--- config.mk ---
export PLATFORM = sky130hd
export DESIGN_NAME = alu8_arbiter
export DESIGN_NICKNAME = d
export VERILOG_FILES = /design/src/rtl/alu8_pkg.sv /design/src/rtl/rr_arb2.sv /design/src/rtl/alu8_arbiter.sv
export SDC_FILE = /design/constraint.sdc
export NUM_CORES = 1
export LEC_CHECK = 0
export BUFFER_PORTS_ARGS = -buffer_cell sky130_fd_sc_hd__buf_4
export CAP_MARGIN = 5
export CORE_MARGIN = 1
export CORE_UTILIZATION = 40
export DETAILED_ROUTE_END_ITERATION = 8
export PLACE_DENSITY = 0.73
export SKIP_LAST_GASP = 1
export SLEW_MARGIN = 20
export SYNTH_ARGS = -nofsm -noshare
export SYNTH_HDL_FRONTEND = slang
export SYNTH_SLANG_ARGS = --single-unit
--- constraint.sdc ---
create_clock -name clk -period 1.85 [get_ports clk]
set_clock_uncertainty 0.15 [all_clocks]
set_input_delay 0.185 -clock clk [delete_from_list [all_inputs] [get_ports clk]]
set_output_delay 0.185 -clock clk [all_outputs]
set_load 0.005 [all_outputs]
--- src/rtl/alu8_pkg.sv ---
// Shared opcodes, widths, FSM encoding and the reference ALU operation for the
// alu8 / alu8_arbiter slice.
package alu8_pkg;

  localparam int DW = 8;
  localparam int RW = 9;

  localparam logic [2:0] OP_AND  = 3'd0;
  localparam logic [2:0] OP_NAND = 3'd1;
  localparam logic [2:0] OP_OR   = 3'd2;
  localparam logic [2:0] OP_NOR  = 3'd3;
  localparam logic [2:0] OP_XOR  = 3'd4;
  localparam logic [2:0] OP_XNOR = 3'd5;
  localparam logic [2:0] OP_ADD  = 3'd6;
  localparam logic [2:0] OP_SUB  = 3'd7;

  typedef enum logic [1:0] {
    IDLE  = 2'd0,
    ISSUE = 2'd1,
    WAIT  = 2'd2,
    RESP  = 2'd3
  } arb_state_t;

  // Operands are zero-extended to RW bits, so inverting ops set bit 8 and
  // ADD/SUB expose carry/borrow there.
  function automatic logic [RW-1:0] alu_op(input logic [2:0] sel,
                                           input logic [DW-1:0] a,
                                           input logic [DW-1:0] b);
    logic [RW-1:0] xa;
    logic [RW-1:0] xb;
    logic [RW-1:0] res;
    xa = {1'b0, a};
    xb = {1'b0, b};
    case (sel)
      OP_AND:  res = xa & xb;
      OP_NAND: res = ~(xa & xb);
      OP_OR:   res = xa | xb;
      OP_NOR:  res = ~(xa | xb);
      OP_XOR:  res = xa ^ xb;
      OP_XNOR: res = ~(xa ^ xb);
      OP_ADD:  res = xa + xb;
      OP_SUB:  res = xa - xb;
      default: res = '0;
    endcase
    return res;
  endfunction

endpackage

--- src/rtl/rr_arb2.sv ---
// Combinational two-way round-robin grant; the priority pointer lives in the parent.
module rr_arb2 (
  input  logic [1:0] valid,
  input  logic       prio,
  output logic [1:0] grant,
  output logic       gnt_id
);

  always_comb begin
    gnt_id = 1'b0;
    grant  = 2'b00;
    if (valid == 2'b11) begin
      gnt_id = prio;
    end else begin
      gnt_id = valid[1];
    end
    if (valid != 2'b00) begin
      grant = gnt_id ? 2'b10 : 2'b01;
    end
  end

endmodule

--- src/rtl/alu8_arbiter.sv ---
// Shares one registered alu8 between two valid/ready requesters, one operation
// at a time, returning an ID-tagged result on a held response port.
module alu8_arbiter import alu8_pkg::*; #(
  parameter int unsigned ALU_LAT = 1
) (
  input  logic          clk,
  input  logic          rst,
  input  logic          req0_valid,
  output logic          req0_ready,
  input  logic [DW-1:0] req0_a,
  input  logic [DW-1:0] req0_b,
  input  logic [2:0]    req0_sel,
  input  logic          req1_valid,
  output logic          req1_ready,
  input  logic [DW-1:0] req1_a,
  input  logic [DW-1:0] req1_b,
  input  logic [2:0]    req1_sel,
  output logic          rsp_valid,
  input  logic          rsp_ready,
  output logic          rsp_id,
  output logic [RW-1:0] rsp_result,
  output logic [DW-1:0] alu_a,
  output logic [DW-1:0] alu_b,
  output logic [2:0]    alu_sel,
  input  logic [RW-1:0] alu_result,
  output logic          busy
);

  localparam logic [1:0] CNT_LOAD = 2'(ALU_LAT - 1);

  arb_state_t    state_q, state_d;
  logic          prio_q;
  logic          id_q;
  logic [DW-1:0] a_q;
  logic [DW-1:0] b_q;
  logic [2:0]    sel_q;
  logic [RW-1:0] res_q;
  logic [1:0]    cnt_q;

  logic [1:0]    req_valid;
  logic [1:0]    grant;
  logic          gnt_id;
  logic          accept;

  assign req_valid = {req1_valid, req0_valid};

  rr_arb2 u_arb (
    .valid  (req_valid),
    .prio   (prio_q),
    .grant  (grant),
    .gnt_id (gnt_id)
  );

  assign accept = (state_q == IDLE) && (req_valid != 2'b00);

  always_ff @(posedge clk) begin
    if (rst) begin
      state_q <= IDLE;
    end else begin
      state_q <= state_d;
    end
  end

  always_comb begin
    state_d = state_q;
    unique case (state_q)
      IDLE:    if (accept) state_d = ISSUE;
      ISSUE:   state_d = WAIT;
      WAIT:    if (cnt_q == 2'd0) state_d = RESP;
      RESP:    if (rsp_ready) state_d = IDLE;
      default: state_d = IDLE;
    endcase
  end

  always_comb begin
    req0_ready = (state_q == IDLE) && grant[0];
    req1_ready = (state_q == IDLE) && grant[1];
    rsp_valid  = (state_q == RESP);
    busy       = (state_q != IDLE);
  end

  // Latched request, wait counter and captured result.
  always_ff @(posedge clk) begin
    if (rst) begin
      prio_q <= 1'b0;
      id_q   <= 1'b0;
      a_q    <= '0;
      b_q    <= '0;
      sel_q  <= '0;
      res_q  <= '0;
      cnt_q  <= '0;
    end else begin
      if (accept) begin
        id_q   <= gnt_id;
        a_q    <= gnt_id ? req1_a : req0_a;
        b_q    <= gnt_id ? req1_b : req0_b;
        sel_q  <= gnt_id ? req1_sel : req0_sel;
        prio_q <= ~gnt_id;
      end
      if (state_q == ISSUE) begin
        cnt_q <= CNT_LOAD;
      end else if ((state_q == WAIT) && (cnt_q != 2'd0)) begin
        cnt_q <= cnt_q - 2'd1;
      end
      if ((state_q == WAIT) && (cnt_q == 2'd0)) begin
        res_q <= alu_result;
      end
    end
  end

  assign rsp_id     = id_q;
  assign rsp_result = res_q;
  assign alu_a      = a_q;
  assign alu_b      = b_q;
  assign alu_sel    = sel_q;

endmodule

## After elaboration in Yosys (flattened, before gate mapping)

Cells that the tools add are included.

- Bits in registers: 34
- Input port bits: 52
- Output and inout port bits: 33
- Word-level logic and storage cells: 39

- Add/subtract/negate cells: 1
- Equal/unequal tests: 7
- Muxes and demuxes: 10
- Bitwise operators: 1
- Reductions and logical operators: 12

Operators with widths:

| operator | number |
|---|---|
| 8-bit two-way mux | 2 |
| 2-bit two-way mux | 5 |
| 2-bit one-hot mux with 4 select lines | 1 |
| 2-bit == test, second input constant | 3 |
| 2-bit nonzero test | 3 |
| 1-bit logical AND | 5 |
| 2-bit logical NOT | 2 |
| 2-bit by 1-bit inequality test with 1-bit output, second input constant | 2 |
| 3-bit two-way mux | 1 |
| 3-bit AND reduction | 1 |
| 2-bit by 1-bit == test with 1-bit output, second input constant | 1 |
| 2-bit inequality test, second input constant | 1 |
| 2-bit OR reduction | 1 |
| 2-bit by 1-bit subtractor with 2-bit output, second input constant | 1 |
| 1-bit two-way mux | 1 |
| 1-bit inverter | 1 |

## Logic depth before layout (Yosys ltp)

Gate-level depths: netlist of the first run.

- Depth after elaboration: 5
- Depth in mapped cells: 7
- Depth with buffers taken out: 5

## Cells and area by module

From an unflattened synthesis of the first run, not the netlist that was laid out.

- Cell total of the unflattened synthesis: 169
- Area, all modules: 1544.0 um^2

Modules (own cells, without submodules):

| module | times used | cells an instance | area each (um^2) | sequential area each (um^2) |
|---|---|---|---|---|
| alu8_arbiter | 1 | 165 | 1517.7 | 680.7 |
| rr_arb2 | 1 | 4 | 26.3 | 0.0 |

## Worst setup path after synthesis of the first run

No wires, ideal clock.

- Kind: register to register
- Start point: register state_q[0]
- End point: register state_q[0]
- Setup time: 116 ps
- Arrival time: 1440 ps
- Setup slack: 144 ps
- Cell stages (with the launch flop): 6
- Buffers on the path: 0
- Cells stage by stage: dfxtp_1 inv_1 ha_1 nor3b_2 or4_1 o211a_1

- Longest elaborated chain between the ends: 4

RTL lines:

| element | RTL line | source |
|---|---|---|
| start: declaration | alu8_arbiter.sv:31 | `arb_state_t state_q, state_d;` |
| start signal: assignment | alu8_arbiter.sv:60 | `state_q <= state_d;` |
| 2-bit logical NOT | alu8_arbiter.sv:54, alu8_arbiter.sv:66 |  |
| 1-bit logical AND | alu8_arbiter.sv:54 | `assign accept = (state_q == IDLE) && (req_valid != 2'b00);` |
| 2-bit inequality test (no line) | n/a |  |
| 3-bit AND reduction (no line) | n/a |  |

Several ways; a longest one is shown, not always the timed one.
A chain may end at the register's enable or synchronous reset.

## Final worst setup path of the first run

- Start point: register state_q[1]
- End point: output port req1_ready

- Longest elaborated chain between the ends: 2

RTL lines:

| element | RTL line | source |
|---|---|---|
| 2-bit logical NOT | alu8_arbiter.sv:77 | `req1_ready = (state_q == IDLE) && grant[1];` |
| 1-bit logical AND | alu8_arbiter.sv:77 |  |
| end: declaration | alu8_arbiter.sv:14 | `output logic req1_ready,` |

No other way between the ends.

==> results of run 1 <==
path summary, 6_finish.rpt:
| check | from | endpoint | slack [ns] |
|---|---|---|---|
| max | state_q[1] | req1_ready | 0.1 |
| min | alu_result[2] | rsp_result[2] | 0.006 |
| max reg2reg | state_q[1] | state_q[1] | 0.15 |
| min reg2reg | rsp_result[6] | rsp_result[6] | 0.30 |
flip-flops by register name (all words and copies together), names as in the netlist:
signal	count
rsp_result	9
alu_a	8
alu_b	8
alu_sel	3
cnt_q	2
state_q	2
prio_q	1
rsp_id	1
metal layers:
| layer | vias to the layer above | track usage (%) |
|---|---|---|
| met5 | - | 0 |
| met3 | 18 | 6.964 |
| met2 | 69 | 37.50 |
| met4 | 0 | 14.17 |
| met1 | 785 | 26.22 |
| li1 | 846 | - |
what timing repair did:
item | in CTS | in global routing
setup buffers | 0 | 1
gates cloned | 0 | 0
pin swaps | 0 | 1
setup endpoints to repair | 1 | 11
hold buffers | 16 | 1
resized for setup | 1 | 2
endpoints found under the hold margin | 8 | 1
per-stage QoR:
step                      cells  area (µm²)  hold slack [ns]  setup WS (ns)
final                       328        2500         0.006463        0.09681
after global routing        328        2500         0.001761        0.02640
after CTS                   326        2479         0.003870        0.01007
after detailed placement    302        2220           0.2641        0.07213
after global placement      302        2220           0.2594         0.1353
after floorplan             176        1544           0.1728         0.1441
synth_stat cells, types with 3 or more instances:
master and instances:
sky130_fd_sc_hd__dfxtp_1 34, sky130_fd_sc_hd__o21ai_1 4, sky130_fd_sc_hd__a21oi_1 22, sky130_fd_sc_hd__nor3_1 3
sky130_fd_sc_hd__o21ai_0 18, sky130_fd_sc_hd__and3_1 8, sky130_fd_sc_hd__inv_2 3, sky130_fd_sc_hd__inv_1 5
sky130_fd_sc_hd__nand2_1 11, sky130_fd_sc_hd__nand3_1 10, sky130_fd_sc_hd__clkbuf_1 5, sky130_fd_sc_hd__a31oi_1 11
sky130_fd_sc_hd__ha_1 6, sky130_fd_sc_hd__a221o_1 8, sky130_fd_sc_hd__buf_2 6
placed cells by master, fill, tap and decap left out, types with 6 or more instances in the layout:
cell type,Yosys,routed
sky130_fd_sc_hd__buf_4,2,93
sky130_fd_sc_hd__o21ai_0,18,18
sky130_fd_sc_hd__and3_1,8,8
sky130_fd_sc_hd__nand2_1,11,11
sky130_fd_sc_hd__dfxtp_1,34,33
sky130_fd_sc_hd__nand3_1,10,10
sky130_fd_sc_hd__a21oi_1,22,22
sky130_fd_sc_hd__a31oi_1,11,11
sky130_fd_sc_hd__a221o_1,8,8
sky130_fd_sc_hd__clkbuf_8,0,6
sky130_fd_sc_hd__dlygate4sd3_1,0,17
tightest hold or removal path, stage by stage:
cell                      delay [ns]
sky130_fd_sc_hd__buf_4          0.11
sky130_fd_sc_hd__nand3_1        0.05
sky130_fd_sc_hd__a21oi_1        0.05
cell families (layout without fill, tap and decap cells):
kind of cell | after synthesis | count (layout) | synth area share [%]
AOI/OAI and AO/OA | 69 | 69 | 27.23
xor gates and xnor gates | 1 | 1 | 0.5674
adders and majority gates | 6 | 6 | 4.862
buffers and inverters | 22 | 126 | 6.807
DFF | 34 | 34 | 44.08
and+or+nand+nor | 44 | 44 | 16.45
power by group:
group	switching, W	internal, W	total [W]	leakage [nW]
clock network	0.000261	0.000300	0.000561	0.0482
logic	0.000608	0.000683	0.00129	0.826
registers	0.000114	0.000939	0.00105	0.280
total	0.000983	0.00192	0.00291	1.15
area by class of cell:
type / instances / share of cell area [%]
clock inverters: 1 / 0.2002
repair buffers: 110 / 34.73
multi-input cells: 120 / 30.73
inverters: 8 / 1.201
clock buffers: 7 / 3.453
well taps: 48 / 2.402
flip-flops and latches: 34 / 27.28
==> impl_metrics.ini, run 1 <==
[outcome]
result_of_the_run = completed

[cells_and_area]
n_antenna_cell = 0
multi_input_area_um2 = 768.2
share_of_layout_cells_above_drive_strength_1_pct = 38.93
final_net_count = 337
synthToLayoutAreaGrowth_pct = 61.91
fillers = 320
ff_latch_area_um2 = 681.9
post-route-util_pct = 67.77

[worst_setup_path]
cp_slowest_cell = sky130_fd_sc_hd__dfxtp_1
arrival_ns = 1.42
cp_data_required_time_ns = 1.51
critical_path_cell_count = 6
start_kind = flop
cells_along_the_critical_path = inv_1, ha_2, buf_4, nand3_1, inv_1, buf_4
worst_setup_path_end_kind = primary output
worst-path-buf-inv = 4
reg2regPathDepth = 5
cp_slowest_stage_delay_ns = 0.33
crit_family = buffers and inverters
timing.setup.critical_path_class = reg2out
critical_path_peak_fanout = 4

[detailed_routing]
detail-route-antenna-nets = 0
first_iter_violations = 64
drt_first_pass_iters = 4
drc = 0
routed_length_on_met1_mm = 1.894
post_drt_wl_per_cell_um = 13.92
dr_total_vias = 1718
vias_per_cell = 5.238
wl_met2_mm = 2.185
met3WireLength_um = 300
highest_layer = met4
finalWirelength_mm = 4.567

[yosys]
synth_nets = 234
synthesis.instances = 176
syn-cell-area_um2 = 1544
synth.yosys.warnings = 0
ys_seq_elements = 34
synth_async_sr_flop_share_pct = 0
synth_cell_type_count = 32
synthTopCellsByArea = sky130_fd_sc_hd__dfxtp_1, sky130_fd_sc_hd__a21oi_1, sky130_fd_sc_hd__o21ai_0
synth_top_cell_area_share_pct = 44.08
yosysSeqAreaShare_pct = 44.08
syn-mean-instance-area_um2 = 8.773
post_synth_edffs = 0
yosysTopAreaCell = sky130_fd_sc_hd__dfxtp_1
synth_top_flop_cell = sky130_fd_sc_hd__dfxtp_1

[global_routing]
largest_net_degree_at_the_start_of_global_routing = 21
first_global_vias = 1669
first_pass_grt_wire_length_mm = 7.258
grt_usage_pct = 23.00
initial_antenna_violation_count = 0
gr-total-overflow = 0

[sta]
fmax_mhz = 570.4
worstMarginPinSlew_ns = 0.4443
relSlewSlack_pct = 70.27
unrepaired_setup_endpoints_after_global_routing = false
period_needed_ns = 1.753
totalNegativeSetupSlack_ns = 0
finalSetupViolCount = 0
layout_worst_path_cycle_share_pct = 94.77
drv_slew = 0
finalHoldViolations = 0

[cts]
cts-buffers-inserted = 5
cts_tree = yes
ctsHtreeMaxLevel = 2
path_clk_slew_ns = 0.06
clk_path_buf_depth = 2
clock-root-buffer = sky130_fd_sc_hd__clkbuf_8
cts.sinks = 34
clk_latency_ns = 0.29

[min_path]
hold_depth = 3
worstHoldPathType = in2reg

[place]
gpl.final_weighted_congestion = 0.7847
io_buffers = 84
dp_hpwl_mm = 2.946

[flow_run]
drv_cap = 0

[power]
post-layout-total-power_w = 0.002905
leakagePower_nw = 1.154
peakVddDrop_mv = 0.6980
cellPowerDensity_nw_per_um2 = 1162

[floorplanning]
die-area_um2 = 4113
initial_utilization_pct = 41.86
placeableCoreArea_um2 = 3689
row_count = 22
die_width_um = 64.13
num_io_pins = 85
fp.dieH_um = 64.13
Power figures use the tool's default switching activity.
==> run 2, diff against run 1 <==
- PLACE_DENSITY: 0.73 -> not set
- PLACE_DENSITY_LB_ADDON: not set -> 0.2
- RECOVER_POWER: not set -> 50
==> run 2 against run 1 <==
- final area decreased by 1.4%
- critical path type unchanged
- non-clock buffer count is 3 lower
- largest power group unchanged
- final cell count fell by 0.91%
==> impl_metrics.ini, run 2 (same netlist as run 1, synthesis figures left out) <==
[outcome]
result_of_the_run = completed

[sta]
drv_slew = 0
totalNegativeSetupSlack_ns = 0
finalHoldViolations = 0
layout_worst_path_cycle_share_pct = 96.00
finalSetupViolCount = 0
relSlewSlack_pct = 69.08
hold_ws_ns = 0.009615
fmax_mhz = 563.1
worstMarginPinSlew_ns = 0.4603
period_needed_ns = 1.776
unrepaired_setup_endpoints_after_global_routing = false

[detailed_routing]
dr_total_vias = 1721
drc = 0
post_drt_wl_per_cell_um = 13.67
finalWirelength_mm = 4.444
drt_first_pass_iters = 4
first_iter_violations = 102
vias_per_cell = 5.295
detail-route-antenna-nets = 0

[worst_setup_path]
cp_slowest_stage_delay_ns = 0.36
cp_data_required_time_ns = 1.51
r2r-start = state_q[0]
cp_slowest_cell = sky130_fd_sc_hd__dfxtp_2
reg2regPathDepth = 6
arrival_ns = 1.44
worst_setup_path_end_kind = primary output
start_kind = flop
critPathLaunch = state_q[0]
worst_r2r_end = alu_b[4]
setup.reg_to_reg.worst_slack_ns = 0.12
critical_path_peak_fanout = 4
timing.setup.critical_path_class = reg2out
cells_along_the_critical_path = inv_1, ha_1, buf_4, nand3_1, inv_1, buf_4

[power]
leakagePower_nw = 1.108
peakVddDrop_mv = 0.5753
cellPowerDensity_nw_per_um2 = 1188

[cts]
cts-buffers-inserted = 5
postCtsSetupBuffers = 0
cts_tree = yes
cts.sinks = 34
path_clk_slew_ns = 0.07
ctsHtreeMaxLevel = 2
clock-root-buffer = sky130_fd_sc_hd__clkbuf_8
clk_latency_ns = 0.28
clk_path_buf_depth = 2

[cells_and_area]
layout.cells.non_filler = 325
flip_flop_count_of_the_largest_register_after_layout = 9
synthToLayoutAreaGrowth_pct = 59.64
final_net_count = 334
n_antenna_cell = 0
final_cell_mix = sky130_fd_sc_hd__buf_4, sky130_fd_sc_hd__dfxtp_1, sky130_fd_sc_hd__clkbuf_4
share_of_layout_cells_above_drive_strength_1_pct = 35.74
layout.cells.most_common = sky130_fd_sc_hd__buf_4

[floorplanning]
initial_utilization_pct = 41.86
placeableCoreArea_um2 = 3689
fp.dieH_um = 64.13
num_io_pins = 85
die-area_um2 = 4113
row_count = 22
die_width_um = 64.13

[place]
io_buffers = 84
gpl.final_weighted_congestion = 0.7515
dp_hpwl_mm = 3.078
placed_cells = 301

[global_routing]
first_global_vias = 1668
first_pass_grt_wire_length_mm = 7.265
largest_net_degree_at_the_start_of_global_routing = 21
gr-total-overflow = 0
initial_antenna_violation_count = 0
grt_usage_pct = 22.74

[min_path]
hold_depth = 3
min_from = alu_result[4]
min_to = rsp_result[4]
worstHoldPathType = in2reg

[flow_run]
drv_cap = 0
==> run 2: cell count changes in the layout (fill, tap and decap cells not counted) <==
cell / delta
sky130_fd_sc_hd__buf_4: -32
sky130_fd_sc_hd__bufinv_16: +1
sky130_fd_sc_hd__clkbuf_1: +7
sky130_fd_sc_hd__clkbuf_4: +24
sky130_fd_sc_hd__clkbuf_8: -1
sky130_fd_sc_hd__clkinv_2: -1
sky130_fd_sc_hd__dlygate4sd3_1: -1
sky130_fd_sc_hd__ha_1: +1
sky130_fd_sc_hd__ha_2: -1
==> run 2: per-layer routing <==
metal  vias up  share of wire, %  global-route usage, %
met2        65                47                  40.43
met5         -                 0                      0
met4         0               1.5                  8.056
met3         9               6.8                  6.250
li1        846                 -                      -
met1       801                44                  25.88
==> run 2: what timing repair did <==
item                                   4_1_cts  5_1_grt
pin swaps                                    0        1
cloned                                       0        0
gates resized for setup                      1        1
hold buffers                                16        0
endpoints found under the hold margin        8        0
setup endpoints to repair                    1       11
==> run 2: through the flow <==
stage,setup slack [ns],utilization (%),total power (W),instance area (µm²)
after floorplan,0.1441,-,0.001711,1544
after global placement,0.1404,59.97,0.002250,2212
after detailed placement,0.1116,59.97,0.002269,2212
after CTS,0.005506,67.40,0.002979,2486
after global routing,0.004144,66.83,0.003120,2465
final,0.07400,66.83,0.002929,2465
==> run 2: report_power, final <==
| group | internal, W | total, W | switching, W | leakage (nW) |
|---|---|---|---|---|
| clock | 0.000403 | 0.000666 | 0.000263 | 0.0524 |
| combinational | 0.000615 | 0.00121 | 0.000597 | 0.776 |
| sequential | 0.000939 | 0.00105 | 0.000112 | 0.280 |
| total | 0.00196 | 0.00293 | 0.000973 | 1.11 |
==> run 2: layout make-up <==
class	instances	area, µm²
inverter	8	30.03
timing repair buffer	107	820.8
fill	332	1224
clock inverter	1	30.03
multi-input combinational	120	765.7
sequential	34	681.9
clock buffer	7	76.32
tap	48	60.06
==> run 2: critical path: cells and delay by family (launching register included) <==
kind | cells | cell delay [ns]
buf+inv | 4 | 0.44
flops | 1 | 0.36
fa+ha+maj | 1 | 0.25
simple gates | 1 | 0.10
==> run 2: worst max path at each step <==
stage	end	slack (ns)	depth (start not counted)
floorplan	state_q[0]	0.14	5
global placement	state_q[0]	0.14	5
detailed placement	state_q[0]	0.11	5
CTS	req1_ready	0.006	6
global route	req1_ready	0.004	6
finish	req1_ready	0.07	6
